===== config.mk =====
export PLATFORM = sky130hd
export DESIGN_NAME = pwm_peripheral
export DESIGN_NICKNAME = d
export VERILOG_FILES = /design/src/rtl/pwm_pkg.sv /design/src/rtl/pwm_prescaler.sv /design/src/rtl/pwm_peripheral.sv
export SDC_FILE = /design/constraint.sdc
export NUM_CORES = 1
export LEC_CHECK = 0
export CORE_ASPECT_RATIO = 0.75
export CORE_UTILIZATION = 37
export DETAILED_ROUTE_END_ITERATION = 16
export PLACE_DENSITY = 0.71
export SLEW_MARGIN = 5
export SYNTH_ARGS = -nofsm -noshare
export SYNTH_HDL_FRONTEND = slang
export SYNTH_SLANG_ARGS = --single-unit

===== constraint.sdc =====
create_clock -name clk -period 1.76 [get_ports clk]
set_clock_uncertainty 0.05 [all_clocks]
set_input_delay 0.352 -clock clk [delete_from_list [all_inputs] [get_ports clk]]
set_output_delay 0.352 -clock clk [all_outputs]
set_load 0.02 [all_outputs]

===== src/rtl/pwm_pkg.sv =====
// Shared constants and helpers for the PWM output block.
package pwm_pkg;

    localparam int unsigned PWM_CNT_W        = 8;
    localparam logic [7:0]  PWM_DUTY_FULL    = 8'hFF;
    localparam int unsigned PWM_NUM_PINS     = 16;
    localparam int unsigned PRESCALE_DEFAULT = 13;

    typedef enum logic [1:0] {
        PIN_LOW,
        PIN_HIGH,
        PIN_PWM
    } pin_mode_e;

    // Output enable dominates: a disabled pin is low whatever its PWM select says.
    function automatic pin_mode_e pin_mode(input logic en_out, input logic en_pwm);
        if (!en_out)
            return PIN_LOW;
        else if (!en_pwm)
            return PIN_HIGH;
        else
            return PIN_PWM;
    endfunction

    function automatic int unsigned cnt_width(input int unsigned n);
        return (n > 1) ? $clog2(n) : 1;
    endfunction

endpackage


===== src/rtl/pwm_prescaler.sv =====
// Free-running clock prescaler: tick is high for one clk in every PRESCALE.
module pwm_prescaler
    import pwm_pkg::*;
#(
    parameter int unsigned PRESCALE = PRESCALE_DEFAULT
) (
    input  logic clk,
    input  logic rst,
    output logic tick
);

    localparam int unsigned       PRE_W   = cnt_width(PRESCALE);
    localparam logic [PRE_W-1:0]  PRE_MAX = PRE_W'(PRESCALE - 1);

    logic [PRE_W-1:0] pre_cnt;

    always_ff @(posedge clk or negedge rst) begin
        if (!rst)
            pre_cnt <= '0;
        else if (pre_cnt == PRE_MAX)
            pre_cnt <= '0;
        else
            pre_cnt <= pre_cnt + 1'b1;
    end

    // PRESCALE=1 leaves pre_cnt pinned at 0, so tick is constantly high.
    assign tick = (pre_cnt == PRE_MAX);

endmodule


===== src/rtl/pwm_peripheral.sv =====
// 16-pin output driver with one shared PWM waveform (256 x PRESCALE clk period).
// Define PWM_DUTY_SHADOW_EN to load the duty value only at period wrap.
module pwm_peripheral
    import pwm_pkg::*;
#(
    parameter int unsigned PRESCALE = PRESCALE_DEFAULT
) (
    input  logic                    clk,
    input  logic                    rst,
    input  logic [7:0]              en_reg_out_7_0,
    input  logic [7:0]              en_reg_out_15_8,
    input  logic [7:0]              en_reg_pwm_7_0,
    input  logic [7:0]              en_reg_pwm_15_8,
    input  logic [7:0]              pwm_duty_cycle,
    output logic [PWM_NUM_PINS-1:0] out,
    output logic                    period_start
);

    logic                    tick;
    logic                    wrap;
    logic [PWM_CNT_W-1:0]    pwm_cnt;
    logic [PWM_CNT_W-1:0]    duty_eff;
    logic                    pwm_lvl;
    logic [PWM_NUM_PINS-1:0] en_out;
    logic [PWM_NUM_PINS-1:0] en_pwm;
    logic [PWM_NUM_PINS-1:0] out_nxt;

    pwm_prescaler #(
        .PRESCALE(PRESCALE)
    ) u_prescaler (
        .clk (clk),
        .rst (rst),
        .tick(tick)
    );

    always_ff @(posedge clk or negedge rst) begin
        if (!rst)
            pwm_cnt <= '0;
        else if (tick)
            pwm_cnt <= pwm_cnt + 1'b1;
    end

    assign wrap = tick && (pwm_cnt == '1);

`ifdef PWM_DUTY_SHADOW_EN
    logic [PWM_CNT_W-1:0] duty_shadow;

    // Loaded on the wrap edge, so the new value governs the period that starts there.
    always_ff @(posedge clk or negedge rst) begin
        if (!rst)
            duty_shadow <= '0;
        else if (wrap)
            duty_shadow <= pwm_duty_cycle;
    end

    assign duty_eff = duty_shadow;
`else
    assign duty_eff = pwm_duty_cycle;
`endif

    assign pwm_lvl = (duty_eff == PWM_DUTY_FULL) || (pwm_cnt < duty_eff);

    assign en_out = {en_reg_out_15_8, en_reg_out_7_0};
    assign en_pwm = {en_reg_pwm_15_8, en_reg_pwm_7_0};

    always_comb begin
        out_nxt = '0;
        for (int unsigned i = 0; i < PWM_NUM_PINS; i++) begin
            case (pin_mode(en_out[i], en_pwm[i]))
                PIN_LOW:  out_nxt[i] = 1'b0;
                PIN_HIGH: out_nxt[i] = 1'b1;
                default:  out_nxt[i] = pwm_lvl;
            endcase
        end
    end

    always_ff @(posedge clk or negedge rst) begin
        if (!rst) begin
            out          <= '0;
            period_start <= 1'b0;
        end else begin
            out          <= out_nxt;
            period_start <= wrap;
        end
    end

endmodule


---- Word-level counts from Yosys, hierarchy flattened ----
Cells that the tools add are included.
word-level totals
  memories ................................ 0
  latch bits .............................. 0
  memory bits (writable) .................. 0
  memory bits (read-only) ................. 0
  output and inout bits ................... 17
  logic and storage cells ................. 93
  bits in registers ....................... 29
cells by class
  add/subtract/negate cells ............... 2
  mux-type cells .......................... 49
  reductions and logical operators ........ 18
  $mul .................................... 0
  order comparisons ....................... 1
  shifts and indexed selects .............. 0
  bitwise logic cells ..................... 0
  divide/modulo/power cells ............... 0
  eq/ne operators ......................... 19
operators by type and width
  kind                   number
  $mux W2                32
  $eq A2 B1 Y1 const B   16
  $logic_not A2 Y1       16
  $pmux W1 S2            16
  $eq A8 B8 Y1 const B   2
  $add A8 B1 Y8 const B  1
  $lt A8 B8 Y1           1
  $add A4 B1 Y4 const B  1
  $eq A4 B4 Y1 const B   1
  $mux W4                1
  $logic_and A1 B1 Y1    1
  $logic_or A1 B1 Y1     1

---- Depth between registers and ports, before layout ----
Gate-level depths: netlist (run 1).
  depth in word-level cells ............... 4
  mapped depth ............................ 7

---- Cells and area by module ----
A second synthesis (run 1) with hierarchy kept.
unflattened totals
  cell total of the unflattened synthesis .. 108
  area total of the unflattened synthesis .. 1,372.6 sq um
by module, submodules not included
  module          sequential area each (sq um)  times used  area each (sq um)  cells each
  pwm_peripheral  625.6                         1           1,172.4            89
  pwm_prescaler   100.1                         1           200.2              19

---- Worst setup path after synthesis (run 1) ----
No wires, ideal clock.
  path kind ............................... reg-to-reg
  start point ............................. register pwm_cnt[5]
  end point ............................... register out[10]
  setup slack ............................. -38 ps
  path buffers ............................ 1
  period minus slack after synthesis ...... 1,798 ps
  required time ........................... 1,588 ps
  arrival ................................. 1,626 ps
  stages on the path, launching flop included .. 7
  library setup time ...................... 122 ps
  path through ............................ dfrtp_1 ha_1 and4_2 o21ai_2 o32ai_2 buf_6 a21boi_2
on the way
  longest elaborated chain between the ends .. 3
RTL lines
  what                    line                  RTL
  from (decl)             pwm_peripheral.sv:21  logic [PWM_CNT_W-1:0] pwm_cnt;
  from (signal assigned)  pwm_peripheral.sv:40  pwm_cnt <= pwm_cnt + 1'b1;
  $lt A8 B8 Y1            pwm_peripheral.sv:61  assign pwm_lvl = (duty_eff == PWM_DUTY_FULL) || (pwm_cnt < duty_eff);
  $logic_or A1 B1 Y1      pwm_peripheral.sv:61
  $pmux W1 S2             pwm_peripheral.sv:69  case (pin_mode(en_out[i], en_pwm[i]))
  via out_nxt[10]         pwm_peripheral.sv:26  logic [PWM_NUM_PINS-1:0] out_nxt;
  to (signal assigned)    pwm_peripheral.sv:82  out <= out_nxt;
  to (decl)               pwm_peripheral.sv:15  output logic [PWM_NUM_PINS-1:0] out,
The timed path passes the listed nets, and every way through them passes these cells.
A chain may end at the register's enable or synchronous reset.

---- Final worst setup path (run 1) ----
  start point ............................. register pwm_cnt[6]
  end point ............................... register out[13]
Same word-level chain as after synthesis.

==> metrics, run 1 <==
largest net degree at the start of global routing 30; total power 1.46 mW; root buffer cell clkbuf_8; max cap viols 0; total negative slack -206 ps; Area contributors post-synth dfrtp_1 (53%), ha_1 (9.2%), a21boi_2 (8.3%); area grow syn2layout 74.1%; worst setup path class flip-flop to flip-flop; CP Max Fanout 7; gr usage total 0.185; global-route wire length before repair 5000 µm; worst vdd ir 0.000495 V; slew of the pin with the lowest slew margin 362 ps; Slew headroom 0.759; Compound-Gate Fraction of Synth Area 0.191; # rows 18; most frequent cells in the layout clkdlybuf4s50_1 (51), dfrtp_1 (29), buf_4 (18); Reg2Reg Capture Point out[13]; adder-cell share of the synthesized area 0.0919; vias in the first global route 1075; Post-Route WL 3380 µm; critical path startpoint category flip-flop; #FFs+latches synth 29; post-synthesis simple-gate area fraction 0.0846; leading cell type in the layout, fill and taps excluded clkdlybuf4s50_1; clk slew on worst S/H paths 60 ps; syn avg cell area 12.7 µm²; Iteration-0 DRC Markers 20; Routed Antenna Nets 0; count of final hold-check violations 0; GRT overflow 0; Avg WL per Cell 14.0 µm; WHS 407 ps; Vias/cell 4.55; Multi-input gate area 688 µm²; hold crit path type primary input to async pin; RSZ-0062 raised after global routing true; CTS tree done; Syn Nets 159; count of input and output buffers 58; failing checks setup timing; Clock Tree Buf Depth 2; Reg2Reg Depth 7; GPL Wtd Cong 0.786; Reg2Reg Launch Point pwm_cnt[6]; P per Cell Area 617 nW/µm²; register area 726 µm²; area leader, netlist dfrtp_1; Syn Inst Count 107; NumNets Final 244; Synth top area share 0.533; fin util 0.697; Data arrival, critical path 1910 ps; clk_lat worst skew 270 ps; DR DRC count 0; static leakage 1.04 nW; fin crit period 1800 ps; diode count 0; synthesized area 1360 µm²; Die W 72.0 µm; max-slew violation count 0; largest family of logic cells by synthesized area compound AO/OA/AOI/OAI gates; DP HPWL 2410 µm; xor/xnor cell area share of the yosys netlist 0.0515; sequential area share after synthesis 0.533; Final Cell Area 2370 µm²; clk sinks 29; initial antenna violation count 0; TritonCTS Buffers 5; library cells used by synthesis 27; io pins 59; core area 3400 µm²; mux cell area share after synthesis 0.00827; CP endpoint kind flip-flop; FILL cells 234; die area 3930 µm²; Final Worst Setup Slack -37.7 ps; Initial Util 0.400; outcome finished, violations left; flop-to-flop setup slack -40 ps; First-pass DRT Iterations 4; Period Utilization, post-route 1.02; Worst EP required 1870 ps; layout cells sized above 1 0.292; final setup fails 6; Syn. warnings 0; dpl cell area 2100 µm²; total number of vias 1102; Chip Height 54.5 µm; CTS H-tree lvls 2; highest clock rate 556 MHz
-- per-stage QoR --
step	cells	worst slack, ps
2_1_floorplan	107	14.1
5_1_grt	242	-98.1
3_5_place_dp	227	-917
4_1_cts	242	-40.1
3_3_place_gp	227	-816
6_report	242	-37.7
-- critical path, stage by stage (launching register included) --
cell and delay, ps:
dfrtp_1 420, ha_4 280, and4_4 240, o21ai_4 60, o32ai_4 320, buf_12 160
buf_12 100, a21boi_2 40
-- flip-flops by register name, summed over array words and instances, names as in the netlist --
name                 cells
period_start             1
u_prescaler.pre_cnt      4
pwm_cnt                  8
out                     16
-- Yosys cell counts --
| master | count |
|---|---|
| a21oi_1 | 2 |
| o21ai_2 | 1 |
| o21a_1 | 1 |
| buf_6 | 1 |
| a41o_2 | 1 |
| inv_1 | 10 |
| nand4_1 | 4 |
| a2111oi_4 | 1 |
| dfrtp_1 | 29 |
| nor3_1 | 2 |
| o32ai_2 | 1 |
| and4_2 | 1 |
| nand2_1 | 4 |
| a21boi_2 | 10 |
| a21o_1 | 1 |
| xnor2_1 | 5 |
| a21boi_0 | 6 |
| nor2_1 | 5 |
| and3_1 | 2 |
| buf_2 | 1 |
| nand2b_4 | 1 |
| xor2_1 | 3 |
| nand3_1 | 2 |
| mux2_2 | 1 |
| o41ai_1 | 1 |
| o21ai_0 | 1 |
| ha_1 | 10 |
-- worst max path at each step --
stage	start	endpoint	cells past startpoint
floorplan	pwm_cnt[5]	out[10]	6
global placement	pwm_duty_cycle[5]	out[0]	7
detailed placement	pwm_duty_cycle[7]	out[0]	7
CTS	pwm_cnt[5]	out[14]	7
global route	pwm_cnt[5]	out[4]	7
finish	pwm_cnt[6]	out[13]	7
-- what timing repair did --
action	in CTS	in global routing
pin swaps	14	6
hold buffers	0	0
setup endpoints to repair	16	17
gates cloned	1	0
gates resized for setup	23	4
buffers inserted	7	1
-- per-layer routing --
layer | share of wire | track usage | vias up
met3 | 0.044 | 0.0663 | 4
met4 | 0.013 | 0.0948 | 0
met2 | 0.52 | 0.310 | 28
met1 | 0.42 | 0.214 | 528
li1 | - | - | 542
met5 | 0 | 0 | -
-- logic make-up (layout without fill, tap and decap cells) --
logic type      count (synthesis)  count (layout)
xor+xnor                        8               8
simple gates                   21              21
fa+ha+maj                      10              10
flops                          29              29
compound gates                 26              26
mux                             1               1
buf+inv                        12              97
-- layout make-up --
class                           instances  share of cell area
Timing Repair Buffer                   80               0.325
Sequential cell                        29               0.306
Multi-Input combinational cell         66               0.290
Clock buffer                            7              0.0364
Tap cell                               50              0.0264
Inverter                               10              0.0158
-- report_power, final --
group / total (mW) / switching [mW] / leakage (nW) / internal, mW
logic: 0.237 / 0.0909 / 0.648 / 0.146
clock network: 0.535 / 0.226 / 0.0443 / 0.309
registers: 0.691 / 0.00506 / 0.348 / 0.686
total: 1.46 / 0.322 / 1.04 / 1.14
Note: power is estimated with default switching activity, not from simulation.
==> run 2, diff against run 1 <==
--- a/config.mk
+++ b/config.mk
@@ -5,9 +5,11 @@
 export SDC_FILE = /design/constraint.sdc
 export NUM_CORES = 1
 export LEC_CHECK = 0
+export CAP_MARGIN = 0
 export CORE_ASPECT_RATIO = 0.75
 export CORE_UTILIZATION = 37
 export DETAILED_ROUTE_END_ITERATION = 16
+export GPL_TIMING_DRIVEN = 0
 export PLACE_DENSITY = 0.71
 export SLEW_MARGIN = 5
 export SYNTH_ARGS = -nofsm -noshare
==> run 2 against run 1 <==
The run still ends with setup timing left. Clock power rose by 1%. Sequential power barely moved. Hold slack got worse by 360 ps. Global-route usage fell by 0.77 points. Critical path type unchanged. Critical endpoint is now out[2]. Largest cell class is now registers.
==> metrics, run 2 (same netlist as run 1, synthesis figures left out) <==
clk_lat worst skew 270 ps (about the same); CP endpoint kind flip-flop; Multi-input gate area 686 µm² (-0.36%); count of final hold-check violations 0 (unchanged); Largest delay share family, worst path compound AO/OA/AOI/OAI gates; vias in the first global route 1079 (+0.37%); Avg WL per Cell 13.9 µm (-0.14%); Largest Register out; worst vdd ir 0.000521 V (+5.3%); top flop regs out (16), pwm_cnt (8), u_prescaler.pre_cnt (4); fin crit period 1760 ps (-34.2 ps); largest net degree at the start of global routing 30 (unchanged); Routed Antenna Nets 0 (unchanged); max reg flops 16 (unchanged); CTS H-tree lvls 2 (unchanged); DP HPWL 2360 µm (-2.0%); static leakage 0.983 nW (-5.4%); Chip Height 54.5 µm (unchanged); die area 3930 µm² (unchanged); area grow syn2layout 67.1%; outcome finished, violations left; Post-Route WL 3250 µm (-3.9%); DR DRC count 0 (unchanged); WHS 44.1 ps (-363 ps); flop-to-flop setup slack -3 ps (+30 ps); FILL cells 263 (+12%); gr usage total 0.177 (-0.00768); io pins 59 (unchanged); layout cells sized above 1 0.301 (+0.00888); Iteration-0 DRC Markers 23 (+15%); total number of vias 1049 (-4.8%); P per Cell Area 643 nW/µm² (+4.1%); CP max stage delay 420 ps (about the same); Die W 72.0 µm (unchanged); highest clock rate 567 MHz (+1.9%); global-route wire length before repair 4900 µm (-2.1%); count of input and output buffers 58 (unchanged); First-pass DRT Iterations 4 (unchanged); Clock Tree Buf Depth 2 (unchanged); clk slew on worst S/H paths 60 ps (about the same); GRT overflow 0 (unchanged); core area 3400 µm² (unchanged); root buffer cell clkbuf_8; Slew headroom 0.576 (-0.182); Vias/cell 4.50 (-1.1%); worst setup path class flip-flop to flip-flop; final setup fails 1 (-5); TritonCTS Buffers 5 (unchanged); critical path startpoint category flip-flop; # rows 18 (unchanged); most frequent cells in the layout clkdlybuf4s50_1 (50), dfrtp_1 (28), a21boi_2 (16); Period Utilization, post-route 1.00 (-0.0195); critical-path cell list ha_4 > and4_4 > o21ai_4 > o32ai_4 > buf_6 > a21boi_2; Worst path slowest cell dfrtp_1; diode count 0 (unchanged); leading cell type in the layout, fill and taps excluded clkdlybuf4s50_1; clk sinks 29 (unchanged); Final Cell Area 2270 µm² (-4.0%); failing checks setup timing; Final Worst Setup Slack -3.40 ps (+34.2 ps); RSZ-0062 raised after global routing true; CP Max Fanout 6 (-1); Initial Util 0.400 (unchanged); slew of the pin with the lowest slew margin 636 ps (+274 ps); Data arrival, critical path 1880 ps (-30 ps); NumNets Final 235 (-3.7%); Worst EP required 1870 ps (about the same); CTS tree done; initial antenna violation count 0 (unchanged); dpl cell area 2020 µm² (-4.2%); fin util 0.669 (-0.0280); max-slew violation count 0 (unchanged); max cap viols 0 (unchanged); register area 727 µm² (+0.17%); GPL Wtd Cong 0.754 (-4.0%); hold crit path type primary input to async pin; WP buf/inv 1 (-1)
==> run 2: cell types whose count changed in the layout (fill, tap and decap cells not counted), sizes merged <==
cell | previous run | this run
clkbuf | 7 | 8
buf | 22 | 13
clkdlybuf4s50 | 51 | 50
==> run 2: metrics by stage <==
stage | setup slack (ps) | setup TNS (ps) | instances | total power [mW]
6_report | -3.40 | -3.40 | 233 | 1.46
5_1_grt | -65.9 | -748 | 233 | 1.52
4_1_cts | -2.83 | -2.83 | 230 | 1.47
3_5_place_dp | -619 | -13890 | 215 | 0.920
3_3_place_gp | -590 | -12600 | 215 | 0.914
2_1_floorplan | 14.1 | 0 | 107 | 0.765
==> run 2: timing repair <==
action	in CTS	in global routing
buffers inserted	7	3
hold buffers	0	0
resized for setup	31	6
cloned	1	0
endpoints found under the setup margin	16	18
endpoints found under the hold margin	0	0
pin swaps	6	14
==> run 2: where the power goes <==
group | leakage [nW] | switching (mW) | internal (mW)
registers | 0.346 | 0.00540 | 0.686
clock network | 0.0443 | 0.233 | 0.309
logic | 0.593 | 0.0886 | 0.139
total | 0.983 | 0.327 | 1.13
==> run 2: layout make-up <==
class,count,share of cell area
Buffer,2,0.00825
Inverter,10,0.0165
Tap cell,50,0.0275
Sequential cell,29,0.320
Timing Repair Buffer,69,0.289
Multi-Input combinational cell,66,0.301
Clock buffer,7,0.0380
==> run 2: final timing paths <==
check                      depth (start not counted)                      to                   start
max                                                6                  out[2]              pwm_cnt[7]
min                                                1                  out[4]                     rst
max reg2reg                                        6                  out[2]              pwm_cnt[7]
min reg2reg                                        1  u_prescaler.pre_cnt[3]  u_prescaler.pre_cnt[3]
max in group asynchronous                          1              pwm_cnt[5]                     rst
min in group clk                                   1  u_prescaler.pre_cnt[3]  u_prescaler.pre_cnt[3]
==> run 2: routing by layer <==
metal  track usage  vias to the layer above  routed length [µm]
met1         0.206                      500                1360
met5             0                        -                   0
met4        0.0654                        0                  20
met2         0.311                       22                1730
met3        0.0589                        4                 135
li1              -                      523                   -
==> variant 1 (flow settings as in run 2) <==
Register the inputs `en_reg_out_7_0`, `en_reg_out_15_8`, `en_reg_pwm_7_0` and `en_reg_pwm_15_8` before use. The logic sees them one clock later. The other inputs are not delayed to match.
--- a/src/rtl/pwm_peripheral.sv
+++ b/src/rtl/pwm_peripheral.sv
@@ -15,6 +15,18 @@
     output logic [PWM_NUM_PINS-1:0] out,
     output logic                    period_start
 );
+
+    logic [7:0] en_reg_out_7_0_q;
+    logic [7:0] en_reg_out_15_8_q;
+    logic [7:0] en_reg_pwm_7_0_q;
+    logic [7:0] en_reg_pwm_15_8_q;
+
+    always_ff @(posedge clk) begin
+        en_reg_out_7_0_q  <= en_reg_out_7_0;
+        en_reg_out_15_8_q <= en_reg_out_15_8;
+        en_reg_pwm_7_0_q  <= en_reg_pwm_7_0;
+        en_reg_pwm_15_8_q <= en_reg_pwm_15_8;
+    end
 
     logic                    tick;
     logic                    wrap;
@@ -60,8 +72,8 @@
 
     assign pwm_lvl = (duty_eff == PWM_DUTY_FULL) || (pwm_cnt < duty_eff);
 
-    assign en_out = {en_reg_out_15_8, en_reg_out_7_0};
-    assign en_pwm = {en_reg_pwm_15_8, en_reg_pwm_7_0};
+    assign en_out = {en_reg_out_15_8_q, en_reg_out_7_0_q};
+    assign en_pwm = {en_reg_pwm_15_8_q, en_reg_pwm_7_0_q};
 
     always_comb begin
         out_nxt = '0;
Formal check against the unedited RTL: not equivalent (a bounded check fails within 4 cycles, from zero or initial values and one cycle with rst low).
==> variant 1 against run 2 <==
- the run ends with hold timing left
- power increased by 83%
- setup slack improved by 47 ps
- final area increased by 30%
- synthesized cell count rose by 26%
- sequential cell count increased by 32
- via count increased by 15%
- synthesized area is 46% higher
- wire length grew 2.2%
- sequential share of layout area increased by 14 points
- highest routed layer unchanged
==> variant 1: results (changes against run 2) <==
[status]
outcome=complete, but fails checks
violations=hold timing

[placement]
gp_congestion=0.700  ; -7.1%
dp_cells=265  ; +23%
io_buffers=58  ; unchanged
post_dp_cell_area_um2=2650  ; +32%
hpwl_mm=2.32  ; -1.7%

[cells_and_area]
final_net_count=264  ; +12%
antennaDiodeCount=0  ; unchanged
largest_register=out
layout-drive-gt1-share=0.226  ; -0.0747
n_fill_cell=430  ; +63%
largest_reg_flops=16  ; unchanged
final_cells=289  ; +24%

[logic_synthesis]
ys.flop_type=dfxtp_1
yosys.area_share.adder=0.0631  ; -0.0288
ys_seq_area_frac=0.689  ; +0.156
synth_mux_area_frac=0.00568  ; -0.00259
yosys_warnings=0  ; unchanged
synth_commonest_cells=dfxtp_1, dfrtp_1, a21boi_2, ha_1, inv_1
yosys-top-cells-area=dfrtp_1, dfxtp_1, ha_1
synthesis.nets=187  ; +18%
synth-compound-area-share=0.127  ; -0.0643
synthArstFlopShare=0.475  ; -0.525
synth_xor_area_frac=0.0354  ; -0.0161
syn_area_per_cell_um2=14.7  ; +15%
yosysUniqueCellTypes=26  ; -3.7%

[grt]
grt_pass1_wl_mm=5.62  ; +15%
grt_pass1_vias=1223  ; +13%
grt_usage=0.141  ; -0.0354
grt_max_degree=30  ; unchanged
antenna_found_initial=0  ; unchanged

[sta]
worst_slew_pin_slew_ps=640  ; +4.09 ps
whs_ps=-1.96  ; -46.1 ps
hold_violations=1  ; +1
setup_viol=0  ; -1

[cts]
cts_buffers=9  ; +4
root_buffer=clkbuf_8
clkTransAtPathRegs_ps=60  ; about the same
insertion_delay_ps=330  ; +60 ps
cts-htree-levels=3  ; +1
cts_buffer_depth=2  ; unchanged

[power_and_ir_drop]
irDropWorstVdd_mv=0.679  ; +30%
p_leak_nw=1.28  ; +30%

[min_path]
holdCritPathClass=in -> async

[routing]
drt-total-wl_mm=3.32  ; +2.2%
dr.pass1.iters=4  ; unchanged
drt-initial-drc-count=39  ; +70%
vias_per_cell=4.18  ; -7.1%

[critical_path]
cp_max_fo=5  ; -1
worstPathArrival_ps=1880  ; about the same

[flow_run]
drv_cap=0  ; unchanged

variant 1: stage by stage:
stage	TNS (ps)	worst slack, ps	util
CTS	0	6.23	0.577
global route	-624	-66.3	0.589
detailed placement	-17080	-711	0.529
floorplan	0	68.9	-
global placement	-15850	-704	0.529
finish	0	43.4	0.589
variant 1: layer usage:
layer,up-vias,share of wire,track usage,routed length (um)
li1,616,-,-,-
met1,539,0.44,0.167,1470
met2,46,0.43,0.194,1430
met3,8,0.11,0.0967,358
met4,0,0.019,0.0688,62
met5,-,0,0,0
variant 1: layout make-up:
type / count / area (um2) / share of cell area
multi-input cells: 62 / 636 / 0.216
clock inverters: 2 / 10.0 / 0.00339
repair buffers: 66 / 638 / 0.216
plain buffers: 2 / 18.8 / 0.00636
inverters: 10 / 37.5 / 0.0127
flip-flops and latches: 61 / 1370 / 0.463
clock buffers: 14 / 153 / 0.0518
well taps: 72 / 90.1 / 0.0305
variant 1: path summary, 6_finish.rpt:
check | start | cells past startpoint | slack [ps] | endpoint
worst min-delay path | rst | 1 | -2 | out[9]$_DFF_PN0_
worst min register to register | en_reg_pwm_7_0_q[7]$_DFF_P_ | 1 | 350 | out[7]$_DFF_PN0_
min in group clk | en_reg_pwm_7_0_q[7]$_DFF_P_ | 1 | 350 | out[7]$_DFF_PN0_
worst max register to register | pwm_cnt[7]$_DFFE_PN0P_ | 5 | 40 | out[14]$_DFF_PN0_
worst max-delay path | pwm_cnt[7]$_DFFE_PN0P_ | 5 | 40 | out[14]$_DFF_PN0_
max in group asynchronous | rst | 1 | 1240 | out[2]$_DFF_PN0_
variant 1: cells by family (layout without fill, tap and decap cells):
kind of cell | count (synthesis) | count (layout)
flops | 61 | 61
compound gates | 26 | 26
simple gates | 17 | 17
buf+inv | 12 | 94
fa+ha+maj | 10 | 10
xor+xnor | 8 | 8
mux | 1 | 1
variant 1: worst max-delay path, stage by stage (launching register included):
cell and delay (ps):
dfrtp_1 420, ha_4 290, nand4_1 150, o32ai_4 440, buf_6 200, a21boi_2 60
variant 1: power by group:
part / total, W / internal [W] / switching (W)
sequential: 0.00147 / 0.00145 / 0.0000158
combinational: 0.000213 / 0.000134 / 0.0000789
clock: 0.000999 / 0.000546 / 0.000454
total: 0.00268 / 0.00213 / 0.000548
variant 1: repair_timing:
item / CTS / global route
pin swaps: 5 / 13
endpoints found under the setup margin: 16 / 19
buffers inserted: 3 / 4
gates resized for setup: 19 / 14
cloned: 1 / 0
==> variant 2 (flow settings as in run 2) <==
Without the edit above. Build with the macro `PWM_DUTY_SHADOW_EN` defined.
--- a/src/rtl/pwm_peripheral.sv
+++ b/src/rtl/pwm_peripheral.sv
@@ -1,5 +1,7 @@
 // 16-pin output driver with one shared PWM waveform (256 x PRESCALE clk period).
 // Define PWM_DUTY_SHADOW_EN to load the duty value only at period wrap.
+`define PWM_DUTY_SHADOW_EN
+
 module pwm_peripheral
     import pwm_pkg::*;
 #(
Formal check against the unedited RTL: not equivalent (a bounded check fails within 4 cycles, from zero or initial values and one cycle with rst low).
==> variant 2 against run 2 <==
- setup slack improved by 19 ps
- wire length increased by 13%
- combinational power decreased by 16%
- sequential share of layout area increased by 3.1 points
- sequential cell count increased by 8
- die area increased by 22%
- non-clock buffer count increased by 6
- power increased by 22%
- final area increased by 16%
- synthesized area increased by 23%
- critical path type unchanged
- largest power group unchanged
==> variant 2: results (changes against run 2) <==
[critical_path]
worstPathArrival_ps=1860  ; -20 ps
reg2reg_slack_ps=20  ; +20 ps
slowest_delay_ps=430
rr_endpoint=out[3]$_DFF_PN0_

[cells_and_area]
multi_input_area_um2=776  ; +13%
clock_area_frac=0.0420  ; +0.00409
nonClkBufAreaFrac=0.274  ; -0.0226
final_net_count=268  ; +14%
buffers_excl_clock=77  ; +8.5%
final_cells=272  ; +17%
ff_latch_area_um2=928  ; +28%
n_fill_cell=320  ; +22%
multi_input_cells=85  ; +29%
seq_share=0.350  ; +0.0309
nClkBuffers=6  ; -1
layout-drive-gt1-share=0.249  ; -0.0517

[sta]
whs_ps=108  ; +63.5 ps
fin_crit_ps=1740  ; -19.2 ps
worst_slew_pin_slew_ps=814  ; +178 ps

[grt]
grt_pass1_wl_mm=6.01  ; +23%
grt_max_degree=38  ; +27%
grt_pass1_vias=1287  ; +19%

[cts]
cts-resized-gates=12  ; -61%
post_cts_buffers=6  ; -1
insertion_delay_ps=290  ; +20 ps

[routing]
drt-initial-drc-count=46  ; +100%
dr.pass1.iters=4  ; unchanged
vias_per_cell=4.81  ; +6.8%
drt-total-wl_mm=3.66  ; +13%

[logic_synthesis]
yosysUniqueCellTypes=30  ; +11%
synth_xor_area_frac=0.0419  ; -0.00959
synth_commonest_cells=dfrtp_1, nand2_1, a21boi_2, ha_1, inv_1
yosys-top-cells-area=dfrtp_1, ha_1, a21boi_2
synth_mux_area_frac=0.00673  ; -0.00154
yosys.area_share.adder=0.0748  ; -0.0171
ys_seq_area_frac=0.553  ; +0.0204
synth-compound-area-share=0.174  ; -0.0177
synthesis.nets=187  ; +18%
synth_top_area_frac=0.553  ; +0.0204
netlist_instances=135  ; +26%
ys_ff_latch=37  ; +28%

[placement]
dp_cells=248  ; +15%
gp_congestion=0.731  ; -3.1%
dpl_worst_slack_ps=-233  ; +386 ps
hpwl_mm=2.60  ; +10%
post_dp_cell_area_um2=2320  ; +15%

[power_and_ir_drop]
p_leak_nw=1.16  ; +18%
irDropWorstVdd_mv=0.392  ; -25%

[status]
outcome=finished, final reports clean

[die]
fp.dieArea_um2=4800  ; +22%

[min_path]
holdCritPathClass=in -> async

[variant 2: changes by cell type after synthesis, sizes merged, moves of 2 or more]
cell | before | now
dfrtp | 29 | 37
nand2 | 4 | 13
nand3 | 2 | 4
xor2 | 3 | 1
o21ai | 2 | 9
xnor2 | 5 | 7
[variant 2: cells by family (layout without fill, tap and decap cells)]
family / count (synthesis) / in the layout
XOR/XNOR: 8 / 8
flip-flops: 37 / 37
buffers and inverters: 13 / 95
adder cells (fa/ha/maj): 10 / 10
multiplexers: 1 / 1
AO/OA/AOI/OAI: 33 / 33
AND/OR/NAND/NOR: 33 / 33
[variant 2: where the power goes]
group	internal, W	switching [W]
combinational	0.000123	0.0000677
clock	0.000425	0.000297
sequential	0.000868	0.00000539
total	0.00142	0.000370
[variant 2: per-layer routing]
layer  vias to the layer above  GRT usage  routed length (um)
met5                         -          0                   0
met4                         0     0.0779                  50
met3                         5     0.0641                 328
met2                        57      0.270                1730
met1                       613      0.213                1550
li1                        633          -                   -
